**config.mk**
```make
export PLATFORM = sky130hd
export DESIGN_NAME = bus_arbiter
export DESIGN_NICKNAME = d
export VERILOG_FILES = /design/src/rtl/bus_arbiter.sv
export SDC_FILE = /design/constraint.sdc
export NUM_CORES = 1
export LEC_CHECK = 0
export CORE_MARGIN = 3
export CORE_UTILIZATION = 40
export CTS_CLUSTER_DIAMETER = 50
export DETAILED_ROUTE_END_ITERATION = 7
export SETUP_SLACK_MARGIN = 0.02
export SKIP_LAST_GASP = 1
export SYNTH_ARGS = -nofsm -noshare
export SYNTH_HDL_FRONTEND = slang
export SYNTH_SLANG_ARGS = --single-unit
export TNS_END_PERCENT = 1
```
**constraint.sdc**
```tcl
create_clock -name clk -period 2.1 [get_ports clk]
set_input_delay 0.315 -clock clk [delete_from_list [all_inputs] [get_ports clk]]
set_output_delay 0.315 -clock clk [all_outputs]
set_load 0.1 [all_outputs]
```
**src/rtl/bus_arbiter.sv**
```systemverilog
// Round-robin bus arbiter: one-cycle grant per transaction, ownership held
// until a completion pulse or a BUSY timeout releases the bus.
module bus_arbiter #(
  parameter int N_PE    = 4,
  parameter int ID_W    = 2,
  parameter int TIMEOUT = 64,
  parameter int TMR_W   = 8
) (
  input  logic            clk,
  input  logic            reset,
  input  logic [N_PE-1:0] req,
  output logic [N_PE-1:0] grant,
  input  logic            mem_ack,
  input  logic            data_ready,
  input  logic            wr_done,
  output logic [ID_W-1:0] owner,
  output logic            owner_valid,
  output logic            timeout_err
);

  typedef enum logic [1:0] {
    IDLE  = 2'd0,
    GRANT = 2'd1,
    BUSY  = 2'd2
  } state_t;

  localparam bit              TMR_EN   = (TIMEOUT > 0);
  localparam logic [TMR_W-1:0] TMR_LAST = TMR_W'((TIMEOUT > 0) ? TIMEOUT - 1 : 0);
  localparam logic [ID_W-1:0]  LAST_PE  = ID_W'(N_PE - 1);

  state_t            state, state_nxt;
  logic [ID_W-1:0]   ptr, ptr_nxt;
  logic [TMR_W-1:0]  timer, timer_nxt;
  logic [N_PE-1:0]   grant_nxt;
  logic [ID_W-1:0]   owner_nxt;
  logic              owner_valid_nxt;
  logic              timeout_err_nxt;
  logic              done;
  logic [ID_W-1:0]   winner;

  // First requester found scanning upward from p, wrapping at N_PE.
  function automatic logic [ID_W-1:0] rr_pick(input logic [N_PE-1:0] r,
                                               input logic [ID_W-1:0] p);
    logic [ID_W-1:0] sel;
    logic            found;
    logic [N_PE-1:0] probe;
    int              idx;
    sel   = p;
    found = 1'b0;
    for (int k = 0; k < N_PE; k++) begin
      idx = int'(p) + k;
      if (idx >= N_PE) idx = idx - N_PE;
      probe = N_PE'(1) << idx;
      if (!found && (|(r & probe))) begin
        found = 1'b1;
        sel   = ID_W'(idx);
      end
    end
    return sel;
  endfunction

  function automatic logic [ID_W-1:0] after(input logic [ID_W-1:0] o);
    return (o == LAST_PE) ? '0 : o + ID_W'(1);
  endfunction

  assign done   = mem_ack | data_ready | wr_done;
  assign winner = rr_pick(req, ptr);

  always_comb begin
    state_nxt       = state;
    ptr_nxt         = ptr;
    timer_nxt       = timer;
    grant_nxt       = '0;
    owner_nxt       = owner;
    owner_valid_nxt = owner_valid;
    timeout_err_nxt = 1'b0;
    case (state)
      IDLE: begin
        if (|req) begin
          state_nxt       = GRANT;
          grant_nxt       = N_PE'(1) << winner;
          owner_nxt       = winner;
          owner_valid_nxt = 1'b1;
        end
      end
      GRANT: begin
        if (done) begin
          state_nxt       = IDLE;
          owner_valid_nxt = 1'b0;
          ptr_nxt         = after(owner);
        end else begin
          state_nxt = BUSY;
          timer_nxt = '0;
        end
      end
      BUSY: begin
        // A completion on the timeout edge is a normal release.
        if (done) begin
          state_nxt       = IDLE;
          owner_valid_nxt = 1'b0;
          ptr_nxt         = after(owner);
        end else if (TMR_EN && (timer == TMR_LAST)) begin
          state_nxt       = IDLE;
          owner_valid_nxt = 1'b0;
          ptr_nxt         = after(owner);
          timeout_err_nxt = 1'b1;
        end else if (TMR_EN) begin
          timer_nxt = timer + TMR_W'(1);
        end
      end
      default: begin
        state_nxt       = IDLE;
        owner_valid_nxt = 1'b0;
      end
    endcase
  end

  always_ff @(posedge clk or posedge reset) begin
    if (reset) begin
      state       <= IDLE;
      ptr         <= '0;
      timer       <= '0;
      grant       <= '0;
      owner       <= '0;
      owner_valid <= 1'b0;
      timeout_err <= 1'b0;
    end else begin
      state       <= state_nxt;
      ptr         <= ptr_nxt;
      timer       <= timer_nxt;
      grant       <= grant_nxt;
      owner       <= owner_nxt;
      owner_valid <= owner_valid_nxt;
      timeout_err <= timeout_err_nxt;
    end
  end

  a_grant_onehot: assert property (@(posedge clk) disable iff (reset) $onehot0(grant));
  a_grant_owned:  assert property (@(posedge clk) disable iff (reset) (|grant) |-> owner_valid);
  a_grant_pulse:  assert property (@(posedge clk) disable iff (reset) (|grant) |=> !(|grant));

endmodule
```
# Word level (Yosys, flattened, before mapping)
# Cells that the tools add are included.
word_totals:
  output_inout_bits: 8
  reg_bits: 20
op_classes:
  shift: 5
  addsub: 9
  bitwise: 6
  muxes: 35
  order_cmp: 4
  reduce_logical: 18
  n_eq_ne: 10
ops:
  columns: ["operator", "count"]
  rows:
  - ["32-bit 2-to-1 mux", 4]
  - ["1-bit by 32-bit left shift with 4-bit output, first input constant", 4]
  - ["2-bit 2-to-1 mux", 12]
  - ["8-bit 2-to-1 mux", 3]
  - ["4-bit OR reduction", 5]
  - ["4-bit bitwise AND", 4]
  - ["8-bit one-hot mux with 2 select lines", 1]
  - ["3-bit by 3-bit subtractor with 4-bit output, second input constant", 3]
  - ["1-bit 2-to-1 mux", 10]
  - ["2-bit != test, second input constant", 5]
  - ["3-bit >= comparator, second input constant", 3]
  - ["8-bit by 1-bit adder with 8-bit output, second input constant", 1]
  - ["8-bit by 6-bit equality test with 1-bit output, second input constant", 1]
  - ["4-bit 2-to-1 mux", 2]
  - ["2-bit by 2-bit adder with 3-bit output, second input constant", 2]
  - ["2-bit one-hot mux with 3 select lines", 1]
  - ["3-bit AND reduction", 2]
  - ["2-bit equality test, second input constant", 2]
  - ["2-bit one-hot mux with 2 select lines", 1]
  - ["2-bit AND reduction", 2]
  - ["4-bit AND reduction", 1]
  - ["1-bit by 2-bit left shift with 4-bit output, first input constant", 1]
  - ["2-bit by 3-bit subtractor with 4-bit output, second input constant", 1]
  - ["2-bit by 1-bit adder with 3-bit output, second input constant", 1]
  - ["other kinds (10)", 15]

# Depth between registers and ports, before layout
# Gate-level depths: netlist (run 1).
logic_depth:
  ltp_word: 18
  mapped_depth: 7
  mapped_depth_nobuf: 7

# Worst setup path after synthesis (run 1)
# Ideal clock, no wire load.
synth_path:
  path_type: "register -> register"
  from: "reg owner[0]"
  to: "reg ptr[1]"
  synth_period_minus_slack_ns: 1.952
  stages_incl_launch_ff: 4
  setup_ns: 0.123
  t_arrival_ns: 1.829
  path_slack_ns: 0.148
  path_cell_list: "dfrtp_1 > ha_1 > o31a_1 > o221a_1"
synth_via:
  elab_chain_cells: 5
synth_lines:
  columns: ["element", "line_no", "rtl"]
  rows:
  - ["start: declaration", "16", "output logic [ID_W-1:0] owner,"]
  - ["start signal: assignment", "132", "owner <= owner_nxt;"]
  - ["2-bit by 1-bit adder with 2-bit output or 2-bit equality test (tied branches)", "63", "return (o == LAST_PE) ? '0 : o + ID_W'(1);"]
  - ["2-bit 2-to-1 mux (*)", "63", null]
  - ["2-bit 2-to-1 mux", "102", "end else if (TMR_EN && (timer == TMR_LAST)) begin"]
  - ["2-bit 2-to-1 mux", "98", "if (done) begin"]
  - ["2-bit one-hot mux with 2 select lines (*)", "77", "case (state)"]
  - ["named net ptr_nxt[1]", "32", "logic [ID_W-1:0] ptr, ptr_nxt;"]
  - ["end signal: assignment", "129", "ptr <= ptr_nxt;"]
  - ["end: declaration", "32", null]
# Mark *: on every way through the listed nets, which the timed path passes. The rest lies on a longest branch. The select of a mux whose other input is x is not followed.
# A chain may end at the register's enable or synchronous reset.

# Final worst setup path (run 1)
layout_path:
  from: "reg ptr[0]"
  to: "reg grant[1]"
layout_via:
  elab_chain_cells: 18
layout_lines:
  columns: ["element", "line_no", "rtl"]
  rows:
  - ["branches (longest 14 deep; another with 3-bit by 3-bit subtractor with 4-bit output)", null, null]
  - ["2-bit 2-to-1 mux (*)", "54", "if (!found && (|(r & probe))) begin"]
  - ["1-bit by 2-bit left shift with 4-bit output (*)", "81", "grant_nxt = N_PE'(1) << winner;"]
  - ["4-bit 2-to-1 mux (*)", "79", "if (|req) begin"]
  - ["4-bit 2-to-1 mux (*)", "77", null]
  - ["named net grant_nxt[1]", "34", "logic [N_PE-1:0] grant_nxt;"]
  - ["end signal: assignment", "131", "grant <= grant_nxt;"]
  - ["end: declaration", "12", "output logic [N_PE-1:0] grant,"]
# Mark *: on every way through the listed nets, which the timed path passes.

==> impl_metrics.toml, run 1 <==
[run_status]
outcome = "complete, no violations"

[pwr]
power_mw = 2.55
p_leak_nw = 0.776
p_comb_frac = 0.685
p_sw_frac = 0.503
switchingPower_mw = 1.29
internal_power_mw = 1.27
peakVddDrop_mv = 0.644
pwr-share-seq = 0.226
clkPwrFrac = 0.089
power_density_mw_per_mm2 = 1440

[global_routing]
grt_pass1_vias = 1306
overflow = 0
antenna_found_initial = 0
grt_usage = 0.182
grt_pass1_wl_um = 6040
grt_max_degree = 21

[synth]
synth_top_family_by_area = "compound AO/OA/AOI/OAI gates"
yosysWarnings = 0
synth-simple-area-share = 0.234
synth_top_area_frac = 0.360
synth_area_per_cell_sq_um = 9.09
synth-edff-count = 0
synth_top_cell_by_area = "dfrtp_1"
synth_nets = 168
ys_seq_area_frac = 0.360
synth_compound_area_frac = 0.290
ys_types = 48
netlist_instances = 153
synth_seq_cells = 20
synth.area.top_cells = "dfrtp_1, ha_1, nand2_1, o21ai_0, a22oi_1"
synth-xor-area-share = 0.0252
synth_mux_area_frac = 0.0153
syn_area_sq_mm = 0.00139
ys.flop_type = "dfrtp_1"
synthArstFlopShare = 1.00
synthAdderAreaFrac = 0.0540

[floorplanning]
core_area_sq_mm = 0.00318
die_area_sq_mm = 0.00422
rows = 20
die-width_um = 65.0
die_y_um = 65.0
start_util = 0.437
pin_count = 17

[drt]
dr_total_vias = 1329
dr.pass1.iters = 4
drt-total-wl_um = 3470
viasPerCell = 5.78
routedWlPerCell_um = 15.1
drtAntennaViolNets = 0
dr.first_iter.drc_count = 100
drc = 0

[finish]
nNetsFinal = 202
fillers = 308
drive_gt1_frac = 0.290
num_antenna_cells = 0
area_growth_pct = 27.7

[critical_path]
critPathMaxFanout = 5
cp_data_required_time_ps = 2330
endpoint_kind = "flop"
cp_data_arrival_time_ps = 2210
cp-start-kind = "flop"
critical_path_class = "reg -> reg"

[placed_design]
dp_hpwl_um = 2580
numPortBuffers = 16
gp_congestion = 0.898

[clock_tree]
cts_max_level = 1
cts.sinks = 20
path_clk_slew_ps = 120
cts_buffers = 3
root_buffer = "clkbuf_4"
tritoncts = "built"
insertion_delay_ps = 300
cts_buffer_depth = 2
cts_hold_buf = 0

[timing]
rsz0062_at_grt = "no"
hold-worst-slack_ps = 325
slew_headroom = 0.750
min_period_ps = 1980
worst_pin_slew_ps = 374
period_share = 0.943
fmax_ghz = 0.505
final-setup-viol-count = 0
hold_viol = 0
finalMaxSlewViolations = 0
skew_ps = 2.76

[hold_path]
hold_path_class = "in -> async"

[job]
max_cap_viol_count = 0
## flip-flops by register name (all words and copies together) (netlist names)
name / count
owner_valid: 1
state: 2
timer: 8
timeout_err: 1
grant: 4
ptr: 2
owner: 2
## metrics by stage
step | utilization | setup TNS, ps | instances | setup slack, ps | area (sq um)
after floorplan | - | 0 | 153 | 148 | 1390
after detailed placement | 0.530 | -48.9 | 225 | -20.4 | 1680
after global placement | 0.530 | -313 | 225 | -100 | 1680
final | 0.559 | 0 | 230 | 119 | 1780
after global routing | 0.559 | 0 | 230 | 9.50 | 1780
after CTS | 0.546 | 0 | 230 | 54.3 | 1740
## cells in the final DEF (no fill, tap or decap), types with 3 or more instances in the layout
| cell type | Yosys | routed |
|---|---|---|
| buf_4 | 0 | 23 |
| dfrtp_1 | 20 | 20 |
| nand2_1 | 19 | 19 |
| nor2_1 | 12 | 12 |
| o21ai_0 | 12 | 11 |
| a21oi_1 | 8 | 8 |
| clkdlybuf4s50_1 | 0 | 8 |
| nand3_1 | 7 | 7 |
| xnor2_1 | 4 | 4 |
| nor3_1 | 5 | 4 |
| inv_1 | 4 | 3 |
| a22oi_2 | 0 | 3 |
| a22o_1 | 4 | 3 |
| a22oi_1 | 6 | 3 |
| ha_1 | 6 | 3 |
| ha_2 | 0 | 3 |
| clkbuf_4 | 0 | 3 |
## synth_stat cells (2+ instances only)
master     instances
nor3_1             5
nand4_1            2
nand3_1            7
a31oi_1            2
ha_1               6
nand2_1           19
a22oi_1            6
a21o_2             2
nor2_1            12
o21a_1             2
dfrtp_1           20
and2_1             2
a22o_1             4
clkbuf_1           2
a21o_1             2
a2111oi_2          2
o211ai_1           2
xnor2_1            4
o31a_1             2
inv_1              4
o21ai_0           12
a21oi_1            8
## cell families after synthesis
group	count (synthesis)
AND/OR/NAND/NOR	60
AO/OA/AOI/OAI	53
flip-flops	20
buffers and inverters	8
adder cells (fa/ha/maj)	6
XOR/XNOR	4
multiplexers	2
## worst max-delay path, stage by stage, from the launching register on
cell	delay, ps
dfrtp_1	440
buf_4	170
ha_2	230
a22o_4	240
o211ai_1	210
mux2_4	330
a21o_1	180
a21oi_1	120
## what timing repair did
action | 4_1_cts | 5_1_grt
setup endpoints to repair | 5 | 6
buffers inserted | 1 | 0
pin swaps | 0 | 2
resized for setup | 2 | 12
## worst paths after layout
path | to | start | cells after the start | slack (ps)
min | timer[3]$_DFFE_PP0P_ | reset | 3 | 330
max | grant[1]$_DFF_PP0_ | ptr[0]$_DFFE_PP0P_ | 7 | 120
max reg2reg | grant[1]$_DFF_PP0_ | ptr[0]$_DFFE_PP0P_ | 7 | 120
max in group asynchronous | grant[3]$_DFF_PP0_ | reset | 3 | 1560
min reg2reg | owner_valid$_DFFE_PP0P_ | owner_valid$_DFFE_PP0P_ | 2 | 520
min in group clk | owner_valid$_DFFE_PP0P_ | owner_valid$_DFFE_PP0P_ | 2 | 520
## final cells by class
cell class	count	area, sq um	share of cell area
well taps	44	55.1	0.0310
multi-input cells	125	908	0.512
clock buffers	4	36.3	0.0204
repair buffers	31	253	0.142
flip-flops and latches	20	500	0.282
inverters	6	22.5	0.0127
## power by group through the flow
stage / Combinational, mW / Sequential, mW / Clock, mW
6_report: 1.75 / 0.577 / 0.226
5_1_grt: 1.92 / 0.590 / 0.250
4_1_cts: 1.63 / 0.572 / 0.237
3_5_place_dp: 1.59 / 0.584 / 0
3_3_place_gp: 1.61 / 0.582 / 0
2_1_floorplan: 0.838 / 0.877 / 0
## metal layers
layer / wire (um) / global-route usage / vias up
met5: 0 / 0 / -
li1: - / - / 648
met1: 1480 / 0.228 / 639
met2: 1790 / 0.317 / 34
met3: 109 / 0.0139 / 8
met4: 87 / 0.0818 / 0
(Power assumes the default switching activity.)
==> inputs of run 2 (changes only) <==
- RECOVER_POWER: unset -> 25
- clock period: 2.1 -> 2.4 ns (I/O delays scaled with it)
==> run 2 against run 1 <==
- clock skew is 1.6 ps lower
- final area shrank 6.1%
- final cell count decreased by 4.3%
- highest routed layer unchanged
- power fell by 17%
- combinational power fell by 22%
- sequential share of layout area is 1.8 points higher
- routed wire length decreased by 0.29%
- die area did not move
- count of clock-buffer cells in the layout fell by 1
- sequential cell count unchanged
==> impl_metrics.toml, run 2 (synthesis results as in run 1) <==
[run_status]
outcome = "complete, no violations"

[global_routing]
overflow = 0
grt_usage = 0.176
grt_pass1_wl_um = 5840
grt_pass1_vias = 1288
grt_max_degree = 21
antenna_found_initial = 0

[finish]
drive_gt1_frac = 0.188
final_cell_mix = "dfrtp_1, nand2_1, buf_4, o21ai_0, nor2_1"
final_common_cell = "dfrtp_1"
largest-register = "timer"
largest_registers = "timer x8, grant x4"
num_antenna_cells = 0
fillers = 317
largest_reg_flops = 8
final_area_sq_mm = 0.00167
final_util = 0.525
area_growth_pct = 20.0
nNetsFinal = 192

[drt]
routedWlPerCell_um = 15.7
viasPerCell = 5.87
drt-total-wl_um = 3460
drc = 0
dr.pass1.iters = 4
dr.first_iter.drc_count = 105
dr_total_vias = 1292
drtAntennaViolNets = 0

[clock_tree]
cts_buffers = 3
tritoncts = "built"
root_buffer = "clkbuf_4"
cts_max_level = 1
cts_resized = 0
cts_buffer_depth = 2
post_cts_buffers = 0
cts.sinks = 20
cts_hold_buf = 0
path_clk_slew_ps = 110
insertion_delay_ps = 300

[timing]
rsz0062_at_grt = "no"
skew_ps = 1.18
finalMaxSlewViolations = 0
period_share = 0.880
tns_ps = 0
final-setup-viol-count = 0
fmax_ghz = 0.474
worst_pin_slew_ps = 743
min_period_ps = 2110
hold_viol = 0
setup_slack_ps = 289
slew_headroom = 0.504

[pwr]
pwr-share-seq = 0.230
p_comb_frac = 0.643
internal_power_mw = 1.06
p_leak_nw = 0.726
switchingPower_mw = 1.06
power_mw = 2.13
power_density_mw_per_mm2 = 1270
clkPwrFrac = 0.126
p_sw_frac = 0.501
peakVddDrop_mv = 0.498

[floorplanning]
core_area_sq_mm = 0.00318
start_util = 0.437
rows = 20
die-width_um = 65.0
die_y_um = 65.0
die_area_sq_mm = 0.00422
pin_count = 17

[placed_design]
place_worst_setup_slack_ps = 268
dp_hpwl_um = 2660
gp_congestion = 0.838
numPortBuffers = 16
placed_area_sq_mm = 0.00162

[hold_path]
hold_path_class = "reg -> reg"

[critical_path]
reg2reg_from = "ptr[0]$_DFFE_PP0P_"
cpPeakStageDelay_ps = 400
critPathMaxFanout = 6
critical_path_class = "reg -> reg"
cpMaxStageDelayCell = "dfrtp_1"
ff2ff_setup_slack_ps = 290
crit_path_start = "ptr[0]$_DFFE_PP0P_"
r2r-end = "grant[3]$_DFF_PP0_"
rr_worst_depth = 7
cp_data_arrival_time_ps = 2330
critPathCapture = "grant[3]$_DFF_PP0_"
cp-start-kind = "flop"
cp_data_required_time_ps = 2610
endpoint_kind = "flop"
cp_cell_sequence = "buf_4 -> ha_1 -> a22o_1 -> o211ai_1 -> mux2_2 -> a21o_1 -> nor3_1"

[job]
max_cap_viol_count = 0
## run 2: worst min path at each step
stage	slack (ps)	cells past startpoint	from	end
after global placement	470	2	owner_valid$_DFFE_PP0P_	owner_valid$_DFFE_PP0P_
after detailed placement	490	2	owner_valid$_DFFE_PP0P_	owner_valid$_DFFE_PP0P_
final	520	2	owner_valid$_DFFE_PP0P_	owner_valid$_DFFE_PP0P_
after global routing	570	2	owner_valid$_DFFE_PP0P_	owner_valid$_DFFE_PP0P_
after floorplan	320	1	reset	grant[0]$_DFF_PP0_
after CTS	500	2	reset	timer[3]$_DFFE_PP0P_
## run 2: final cells by class
class,count,area (sq um),area share
multi-input combinational,125,860,0.515
sequential,20,500,0.300
tap,44,55.1,0.0330
timing repair buffer,21,178,0.107
clock inverter,1,30.0,0.0180
clock buffer,3,22.5,0.0135
inverter,6,22.5,0.0135
## run 2: worst max-delay path, delay by kind of cell, from the launching register on
| kind | cells | cell delay [ps] |
|---|---|---|
| fa+ha+maj | 1 | 260 |
| compound gates | 3 | 680 |
| buf+inv | 1 | 160 |
| flops | 1 | 400 |
| simple gates | 1 | 150 |
| mux | 1 | 370 |
## run 2: routing by layer
metal,up-vias,part of all wire,GRT usage,wire length [um]
met4,0,0.019,0.0712,65
li1,622,-,-,-
met3,6,0.032,0.0208,112
met2,32,0.54,0.328,1880
met1,632,0.40,0.201,1400
met5,-,0,0,0
## run 2: metrics by stage
step / std cells / hold WS [ps]
floorplan: 153 / 324
global placement: 216 / 475
detailed placement: 216 / 492
CTS: 220 / 502
global route: 220 / 569
finish: 220 / 520
## run 2: power groups by stage
stage | Clock, mW | Sequential, mW | Combinational [mW]
after floorplan | 0 | 0.767 | 0.733
after global placement | 0 | 0.492 | 1.34
after detailed placement | 0 | 0.496 | 1.35
after CTS | 0.279 | 0.488 | 1.36
after global routing | 0.291 | 0.505 | 1.48
final | 0.268 | 0.489 | 1.37
==> patch: new RTL, settings of run 1 <==
Set the parameter `TMR_W` to 10 (it was 8).
--- a/src/rtl/bus_arbiter.sv
+++ b/src/rtl/bus_arbiter.sv
@@ -5,5 +5,5 @@
   parameter int ID_W    = 2,
   parameter int TIMEOUT = 64,
-  parameter int TMR_W   = 8
+  parameter int TMR_W   = 10
 ) (
   input  logic            clk,
Function: no difference found for any inputs over 10 cycles, from zero or initial values and one cycle with reset high; that may be too few to reach the edited logic, so the function may still have changed.
==> patch against run 1 <==
The run now ends with setup timing left; die area decreased by 11%; final area decreased by 9.4%; sequential cell count increased by 2; maximum frequency decreased by 5.8%; clock skew about the same; worst setup slack got worse by 0.12 ns; largest cell class unchanged; total power decreased by 14%; global-route usage decreased by 2.4 points; routed wire length decreased by 25%; hold slack got worse by 0.0061 ns; area after synthesis decreased by 12%; via count decreased by 26%.
==> patch: results <==
[layout]
nFillCells = 254
largest_reg_flops = 10
reg_top3 = timer: 10 flops, grant: 4 flops
clkCellAreaFrac_pct = 2.26
multiInputGateArea_um2 = 687
register_area_um2 = 553
nets = 169
seq_cell_count = 22
multi_input_cells = 88
buf_share_pct = 16.7
nNonClkBuffers = 33
drive_above_1_share_pct = 31.4

[sta]
setup_viol = 1
timing.final.ws_setup_ns = -0.00260
tns_ns = -0.00260
slew_headroom_pct = 64.6

[pwr]
p_int_uw = 1200
pwr-share-clk_pct = 10.8
p_comb_uw = 1370
p_leak_uw = 0.000753

[logic_synthesis]
synth_common_cells = dfrtp_1 (22), nand2_1 (9), nor2_1 (9)
synth_compound_area_share_pct = 11.9
synthMuxAreaShare_pct = 6.67
synthAdderAreaFrac_pct = 6.15
synthesis.nets = 131
ys_types = 33
synthTopCellsByArea = dfrtp_1 (45%), ha_1 (6.2%), xnor2_1 (4.3%), mux2i_1 (3.3%), a22o_1 (2.9%)
yosysSeqAreaShare_pct = 45.1

[detailed_routing]
drt-pass1-iter-count = 4
drt_iter0_markers = 22
drt-total-wl_um = 2610

[critical_path]
slowest_stage = dfrtp_2
path_delay_family = simple AND/OR/NAND/NOR gates
endpoint = owner[1]$_DFFE_PP0P_
worstPathArrival_ns = 2.32

[placement]
place.gp.congestion = 0.814
place_ws_ns = -0.158

[run_status]
status = finished, violations left
violations = setup timing

[grt]
grt_util_all_layers_pct = 15.8
grt_max_degree = 23
grt_pass1_vias = 981
[patch: cell types whose count changed in the layout (fill, tap and decap cells not counted), sizes merged, moves of 4 or more]
cell | before | now
nor4 | 0 | 4
nor2 | 13 | 9
nand2 | 19 | 9
o21ai | 12 | 6
a21oi | 8 | 0
[patch: repair_timing]
action / in CTS / in global routing
buffers inserted: 3 / 1
hold buffers: 0 / 0
endpoints found under the setup margin: 5 / 7
pin swaps: 5 / 3
gates resized for setup: 9 / 4
[patch: per-layer routing]
metal,track usage (%),up-vias,wire [µm]
met5,0,-,0
met4,4.64,0,22
met3,1.89,2,69
met2,28.7,18,1360
met1,19.6,469,1160
li1,-,496,-
[patch: stage by stage]
stage          cells  total power (µW)  util (%)  instance area [µm²]  hold WS (ns)
6_report         184              2200      56.8                 1610         0.319
5_1_grt          184              2350      56.8                 1610         0.347
4_1_cts          183              2150      56.3                 1590         0.332
3_5_place_dp     176              1810      53.0                 1500         0.471
3_3_place_gp     176              1770      53.0                 1500         0.471
2_1_floorplan    116              1500         -                 1220         0.304
